<file path="src/rtl/eic_pkg.sv">
// Shared definitions for the EIC interrupt presentation path: state encoding,
// field widths and the EICR enable bit position.
package eic_pkg;

  localparam int EIC_IRQ_W   = 6;
  localparam int EIC_CNT_W   = 16;
  localparam int EIC_LVL_W   = 8;
  localparam int EIC_OFS_W   = 17;
  localparam int EIC_SHD_W   = 4;
  localparam int EICR_EN_BIT = 0;

  typedef enum logic [1:0] {
    ST_IDLE    = 2'd0,
    ST_PRESENT = 2'd1,
    ST_CLEAR   = 2'd2,
    ST_GAP     = 2'd3
  } eic_state_e;

  // Level presented to the core: channel index plus one, so zero means "none".
  function automatic logic [EIC_LVL_W-1:0] eic_level(input logic [EIC_IRQ_W-1:0] num);
    return {{(EIC_LVL_W-EIC_IRQ_W){1'b0}}, num} + EIC_LVL_W'(1);
  endfunction

endpackage

</file>
<file path="src/rtl/eic_irq_sequencer.sv">
// Presents the winning EIC request to the core, holds it until acknowledge,
// then optionally requests the EIFR flag clear for the serviced channel.
//
// state   | meaning
// IDLE    | nothing presented, waiting for an enabled request
// PRESENT | EIC_Interrupt = cur+1, waiting for SI_IAck (may be preempted)
// CLEAR   | clr_req high for cur, waiting for clr_ack
// GAP     | one settle cycle for EIFR and the encoder, then IDLE
module eic_irq_sequencer
  import eic_pkg::*;
#(
  parameter bit                  AUTO_CLEAR = 1'b1,
  parameter logic [EIC_SHD_W-1:0] SHADOW_SET = '0,
  parameter int                  CNT_W      = EIC_CNT_W
) (
  input  logic                 CLK,
  input  logic                 RESET,
  input  logic                 enable,
  input  logic                 irq_detected,
  input  logic [EIC_IRQ_W-1:0] irq_number,
  input  logic                 SI_IAck,
  output logic [EIC_LVL_W-1:0] EIC_Interrupt,
  output logic [EIC_IRQ_W-1:0] EIC_Vector,
  output logic [EIC_SHD_W-1:0] EIC_ShadowSet,
  output logic [EIC_OFS_W-1:0] EIC_Offset,
  output logic                 clr_req,
  output logic [EIC_IRQ_W-1:0] clr_num,
  input  logic                 clr_ack,
  output logic [CNT_W-1:0]     served_cnt,
  output logic                 ack_err
);

  eic_state_e           state_q, state_d;
  logic [EIC_IRQ_W-1:0] cur_q, cur_d;
  logic [CNT_W-1:0]     cnt_q, cnt_d;
  logic                 err_q, err_d;
  logic [EIC_LVL_W-1:0] int_q, int_d;
  logic [EIC_SHD_W-1:0] shd_q, shd_d;
  logic                 req_q, req_d;
  logic [EIC_IRQ_W-1:0] num_q, num_d;

  always_ff @(posedge CLK) begin
    if (RESET) begin
      state_q <= ST_IDLE;
      cur_q   <= '0;
      cnt_q   <= '0;
      err_q   <= 1'b0;
      int_q   <= '0;
      shd_q   <= '0;
      req_q   <= 1'b0;
      num_q   <= '0;
    end else begin
      state_q <= state_d;
      cur_q   <= cur_d;
      cnt_q   <= cnt_d;
      err_q   <= err_d;
      int_q   <= int_d;
      shd_q   <= shd_d;
      req_q   <= req_d;
      num_q   <= num_d;
    end
  end

  always_comb begin
    state_d = state_q;
    cur_d   = cur_q;
    cnt_d   = cnt_q;
    err_d   = err_q | (SI_IAck & (state_q != ST_PRESENT));

    unique case (state_q)
      ST_IDLE: begin
        if (enable && irq_detected) begin
          cur_d   = irq_number;
          state_d = ST_PRESENT;
        end
      end
      ST_PRESENT: begin
        // Ack beats withdraw beats preemption; a dropped request keeps the presented level.
        if (SI_IAck) begin
          cnt_d   = cnt_q + 1'b1;
          state_d = AUTO_CLEAR ? ST_CLEAR : ST_GAP;
        end else if (!enable) begin
          state_d = ST_IDLE;
        end else if (irq_detected && (irq_number > cur_q)) begin
          cur_d = irq_number;
        end
      end
      ST_CLEAR: begin
        if (clr_ack) begin
          state_d = ST_GAP;
        end
      end
      ST_GAP: begin
        state_d = ST_IDLE;
      end
      default: begin
        state_d = ST_IDLE;
      end
    endcase
  end

  // Outputs are decoded from next state so every port comes straight from a flop.
  always_comb begin
    int_d = '0;
    shd_d = '0;
    req_d = 1'b0;
    num_d = '0;
    if (state_d == ST_PRESENT) begin
      int_d = eic_level(cur_d);
      shd_d = SHADOW_SET;
    end
    if (state_d == ST_CLEAR) begin
      req_d = 1'b1;
      num_d = cur_d;
    end
  end

  assign EIC_Interrupt = int_q;
  assign EIC_Vector    = int_q[EIC_IRQ_W-1:0];
  assign EIC_ShadowSet = shd_q;
  assign EIC_Offset    = '0;
  assign clr_req       = req_q;
  assign clr_num       = num_q;
  assign served_cnt    = cnt_q;
  assign ack_err       = err_q;

endmodule

</file>
<file path="config.mk">
export PLATFORM = sky130hd
export DESIGN_NAME = eic_irq_sequencer
export DESIGN_NICKNAME = d
export VERILOG_FILES = /design/src/rtl/eic_pkg.sv /design/src/rtl/eic_irq_sequencer.sv
export SDC_FILE = /design/constraint.sdc
export NUM_CORES = 1
export LEC_CHECK = 0
export ABC_AREA = 0
export CORE_ASPECT_RATIO = 1.1
export CORE_MARGIN = 1
export CORE_UTILIZATION = 45
export DETAILED_ROUTE_END_ITERATION = 7
export HOLD_SLACK_MARGIN = 0.06
export PLACE_DENSITY = 0.8
export SYNTH_ARGS = -nofsm -noshare
export SYNTH_HDL_FRONTEND = slang
export SYNTH_SLANG_ARGS = --single-unit
</file>
<file path="constraint.sdc">
create_clock -name CLK -period 4.45 [get_ports CLK]
set_clock_uncertainty 0.05 [all_clocks]
set_input_delay 1.1125 -clock CLK [delete_from_list [all_inputs] [get_ports CLK]]
set_output_delay 1.1125 -clock CLK [all_outputs]
set_load 0.005 [all_outputs]
</file>
Yosys cells after proc, flatten, opt, wreduce, memory -nomap -nowiden
Cells that the tools add are included.

Bits in registers: 40. Output and inout port bits: 59.

Add/sub/neg operators: 2. Bitwise gates (word level): 4. Reduce and logical (&&, ||, !) cells: 6. Equality and inequality tests: 6. Muxes and demuxes: 11. Magnitude comparators: 1.

Operators with widths (count): $mux 6 (4); $add 16x1->16 const B (1); $pmux 6 s2 (1); $mux 2 (4); $pmux 2 s4 (1); $add 6x1->7 const B (1); $eq 2x2->1 const B (3); $gt 6x6->1 (1); $eq 2x1->1 const B (2); $reduce_or 2->1 (2); $logic_and 1x1->1 (2); $logic_not 2->1 (1); $ne 2x1->1 const B (1); $not 1->1 (2); $reduce_and 2->1 (1); $and 1x1->1 (1); $mux 1 (1); $or 1x1->1 (1).

Logic depth before layout (Yosys ltp)
Depth in word-level cells: 7. Gate-level depth with buffers: 12. Gate-level depth less buffers: 12.

Least setup slack after synthesis
OpenSTA, ideal clock, no wires.

Path kind: input-to-reg. From: input irq_number[4]. To: register int_q[4] (netlist: EIC_Interrupt[4]). Library setup time: 79 ps. Stages: 11. Arrival: 3337 ps. Setup slack: 983 ps. Path buffers: 0. Cell sequence: ha_1 and4_4 a311o_1 a32oi_4 mux2i_1 inv_1 ha_1 nand3_1 xnor2_1 nor2_1 a211oi_2.

Word-level cells in the longest chain between the ends: 7. Elaborated cells between the ends (all ways): 8.

RTL lines: from (decl) (RTL line eic_irq_sequencer.sv:20) `input logic [EIC_IRQ_W-1:0] irq_number,`; $gt 6x6->1 (RTL line eic_irq_sequencer.sv:84) `end else if (irq_detected && (irq_number > cur_q)) begin`; $logic_and 1x1->1 (RTL line eic_irq_sequencer.sv:84); $mux 6 (RTL line eic_irq_sequencer.sv:84); $mux 6 (RTL line eic_irq_sequencer.sv:82) `end else if (!enable) begin`; $mux 6 (RTL line eic_irq_sequencer.sv:79) `if (SI_IAck) begin`; $pmux 6 s2 (RTL line eic_irq_sequencer.sv:70) `unique case (state_q)`; named net cur_d[0] (RTL line eic_irq_sequencer.sv:34) `logic [EIC_IRQ_W-1:0] cur_q, cur_d;`; $add 6x1->7 (RTL line eic_pkg.sv:21) `return {{(EIC_LVL_W-EIC_IRQ_W){1'b0}}, num} + EIC_LVL_W'(1);`; to (signal assigned) (RTL line eic_irq_sequencer.sv:57) `int_q <= int_d;`; to (decl) (RTL line eic_irq_sequencer.sv:37) `logic [EIC_LVL_W-1:0] int_q, int_d;`.

The timed path passes the listed nets, and every way through them passes these cells. A chain may end at the register's enable or synchronous reset.

Worst setup path in the final report
From: input irq_number[2]. To: register int_q[4] (netlist: EIC_Interrupt[4]).

The elaborated chain is that of the path after synthesis.

==> reports/metrics.yaml <==
global_routing:
  grt-ovfl-total: 0
  grt_max_degree: 28
  antenna_found_initial: 0
  grt_pass1_wl_um: 6490
  grt_usage_pct: 18.0
  grt_pass1_vias: 1398
cells_and_area:
  nets: 288
  diodes: 0
  drive_above_1_share_pct: 7.06
  area_growth_pct: 25.4
  final_cell_count_no_fill: 323
cts:
  clock_latency_ns: 0.29
  cts.root.buffer_cell: "clkbuf_8"
  cts_setup_buffers: 0
  clockBufferDepth: 2
  cts_resized: 0
  h-tree-depth: 2
  clkTransAtPathRegs_ns: 0.08
  clkSinkCount: 39
  tritoncts: "done"
  cts_buffers: 5
  hold_buffers: 0
detailed_routing:
  wirelength_um: 3950
  drtIter0Drc: 46
  drt_pre_antenna_iters: 4
  ant_nets: 0
  routedWlPerCell_um: 12.2
  vias: 1546
  vias_per_cell: 4.79
  drc: 0
power_and_ir_drop:
  p_total_mw: 0.760
  p_leak_nw: 0.994
  peakVddDrop_uv: 198
  powerDensity_mw_per_mm2: 302
critical_path:
  cp_max_fo: 7
  rr_endpoint: "EIC_Interrupt[4]"
  startpoint: "irq_number[2]"
  startpoint_type: "input port"
  r2r_slack_ns: 1.58
  r2r-start: "cur_q[4]"
  critPathKind: "input port to register"
  cp-end-kind: "register"
  cp.required_ns: 4.62
  worst-r2r-cell-count: 12
  worst_ep_arrival_time_ns: 3.98
sta:
  slew_violations: 0
  grt_setup_unrepaired: "false"
  finalHoldViolCount: 0
  fin_ws_ns: 0.640
  post-route-min-period_ns: 3.81
  max_slew_margin_pct: 61.9
  tightest_slew_ns: 0.566
  finalCritPeriodShare_pct: 85.6
  fmax_mhz: 262
  final.setup.tns_ns: 0
  setup_violations: 0
synthesis:
  yosys_warnings: 0
  async_flop_share_pct: 0
  syn_inst: 224
  synth_edf_count: 0
  ys.flop_type: "dfxtp_1"
  ys_types: 38
  syn_avg_cell_area_um2: 8.97
  ys_ff_latch: 39
  synth.cell_area_mm2: 0.00201
  yosysSeqAreaShare_pct: 38.9
die:
  dieWidth_um: 65.7
  num_io_pins: 71
  core_area_mm2: 0.00429
  rows: 25
  die_h_um: 72.1
  initial_core_util_pct: 46.9
  die_area_mm2: 0.00473
placement:
  routabilityCongestion: 0.860
  hpwl_um: 2900
  dpl_worst_slack_ns: 0.339
  placedCellCount: 315
  portBuffers: 48
worst_hold_path:
  holdPathStages: 2
  min_from: "ack_err"
  hold_end: "ack_err"
  hp-class: "register to register"
run:
  maxCapViolations: 0
run_status:
  status: "finished, final reports clean"
==> report_power, final <==
| group | internal [mW] | leakage (nW) | switching [mW] | total [mW] |
|---|---|---|---|---|
| clock network | 0.167 | 0.0581 | 0.127 | 0.294 |
| logic | 0.0481 | 0.620 | 0.0509 | 0.0990 |
| registers | 0.358 | 0.316 | 0.00881 | 0.367 |
==> synthesized netlist by cell type (5+ instances only) <==
| cell type | n | area [um2] |
|---|---|---|
| inv_1 | 9 | 33.8 |
| nor2_1 | 37 | 139 |
| ha_1 | 8 | 100 |
| and3_1 | 6 | 37.5 |
| nor2b_1 | 5 | 31.3 |
| nand2_1 | 11 | 41.3 |
| nand3_1 | 14 | 70.1 |
| xor2_1 | 13 | 114 |
| a21oi_1 | 5 | 25.0 |
| dfxtp_1 | 39 | 781 |
| buf_4 | 28 | 210 |
| mux2i_1 | 6 | 60.1 |
| xnor2_1 | 8 | 70.1 |
==> layout make-up <==
class | count | area, um2
clock buffers | 5 | 68.8
clock inverters | 3 | 43.8
fillers | 420 | 1770
inverters | 9 | 33.8
multi-input cells | 163 | 1030
flip-flops and latches | 39 | 781
well taps | 54 | 67.6
repair buffers | 50 | 495
==> critical path, cell delays in order <==
cell and delay, ns:
clkdlybuf4s50_1 0.63, ha_1 0.29, and4_4 0.17, a311o_1 0.38, a32oi_4 0.23, mux2i_1 0.31
inv_1 0.09, ha_1 0.27, nand3_1 0.12, xnor2_1 0.12, nor2_1 0.06, a211oi_2 0.18
==> how the worst max path moves through the flow <==
stage,endpoint,slack [ns]
finish,EIC_Interrupt[4],0.64
global route,EIC_Interrupt[4],0.45
CTS,EIC_Interrupt[4],0.63
detailed placement,EIC_Interrupt[4],0.34
global placement,EIC_Interrupt[4],0.46
floorplan,EIC_Interrupt[4],0.98
==> metal layers <==
layer  GRT usage, %  share of wire, %  up-vias
met2           32.0                50       50
li1               -                 -      782
met3           4.56               4.9        6
met1           20.6                44      708
met5              0                 0        -
met4           6.28               1.0        0
==> registers in the layout, indices dropped and copies added, names as in the netlist <==
signal and flops:
clr_req 1, cur_q 6, clr_num 6, state_q 2
ack_err 1, served_cnt 16, EIC_Interrupt 7
==> placed cells by master (no fill, tap or decap), types with 3 or more instances in the layout <==
master / synthesis / layout
clkdlybuf4s50_1: 0 / 48
dfxtp_1: 39 / 39
nor2_1: 37 / 37
conb_1: 1 / 22
nand3_1: 14 / 14
xor2_1: 13 / 13
nand2_1: 11 / 11
inv_1: 9 / 9
xnor2_1: 8 / 8
ha_1: 8 / 8
mux2i_1: 6 / 6
and3_1: 6 / 6
a21oi_1: 5 / 5
nor2b_1: 5 / 5
clkbuf_8: 0 / 5
nand4_1: 3 / 3
a211oi_2: 3 / 3
==> metrics by stage <==
stage          cell area (um2)  util [%]  hold WS, ns
2_1_floorplan             2090         -        0.410
3_3_place_gp              2400      56.1        0.406
3_5_place_dp              2400      56.1        0.411
4_1_cts                   2520      58.7        0.430
5_1_grt                   2520      58.7        0.453
6_report                  2520      58.7        0.420
==> kinds of logic after synthesis <==
kind of cell,synth area share [%]
AND/OR/NAND/NOR,23.0
buffers and inverters,13.9
flip-flops,38.9
XOR/XNOR,9.16
AO/OA/AOI/OAI,6.92
adder cells (fa/ha/maj),4.98
multiplexers,2.99
other,0.187
Note: power is estimated with default switching activity, not from simulation.
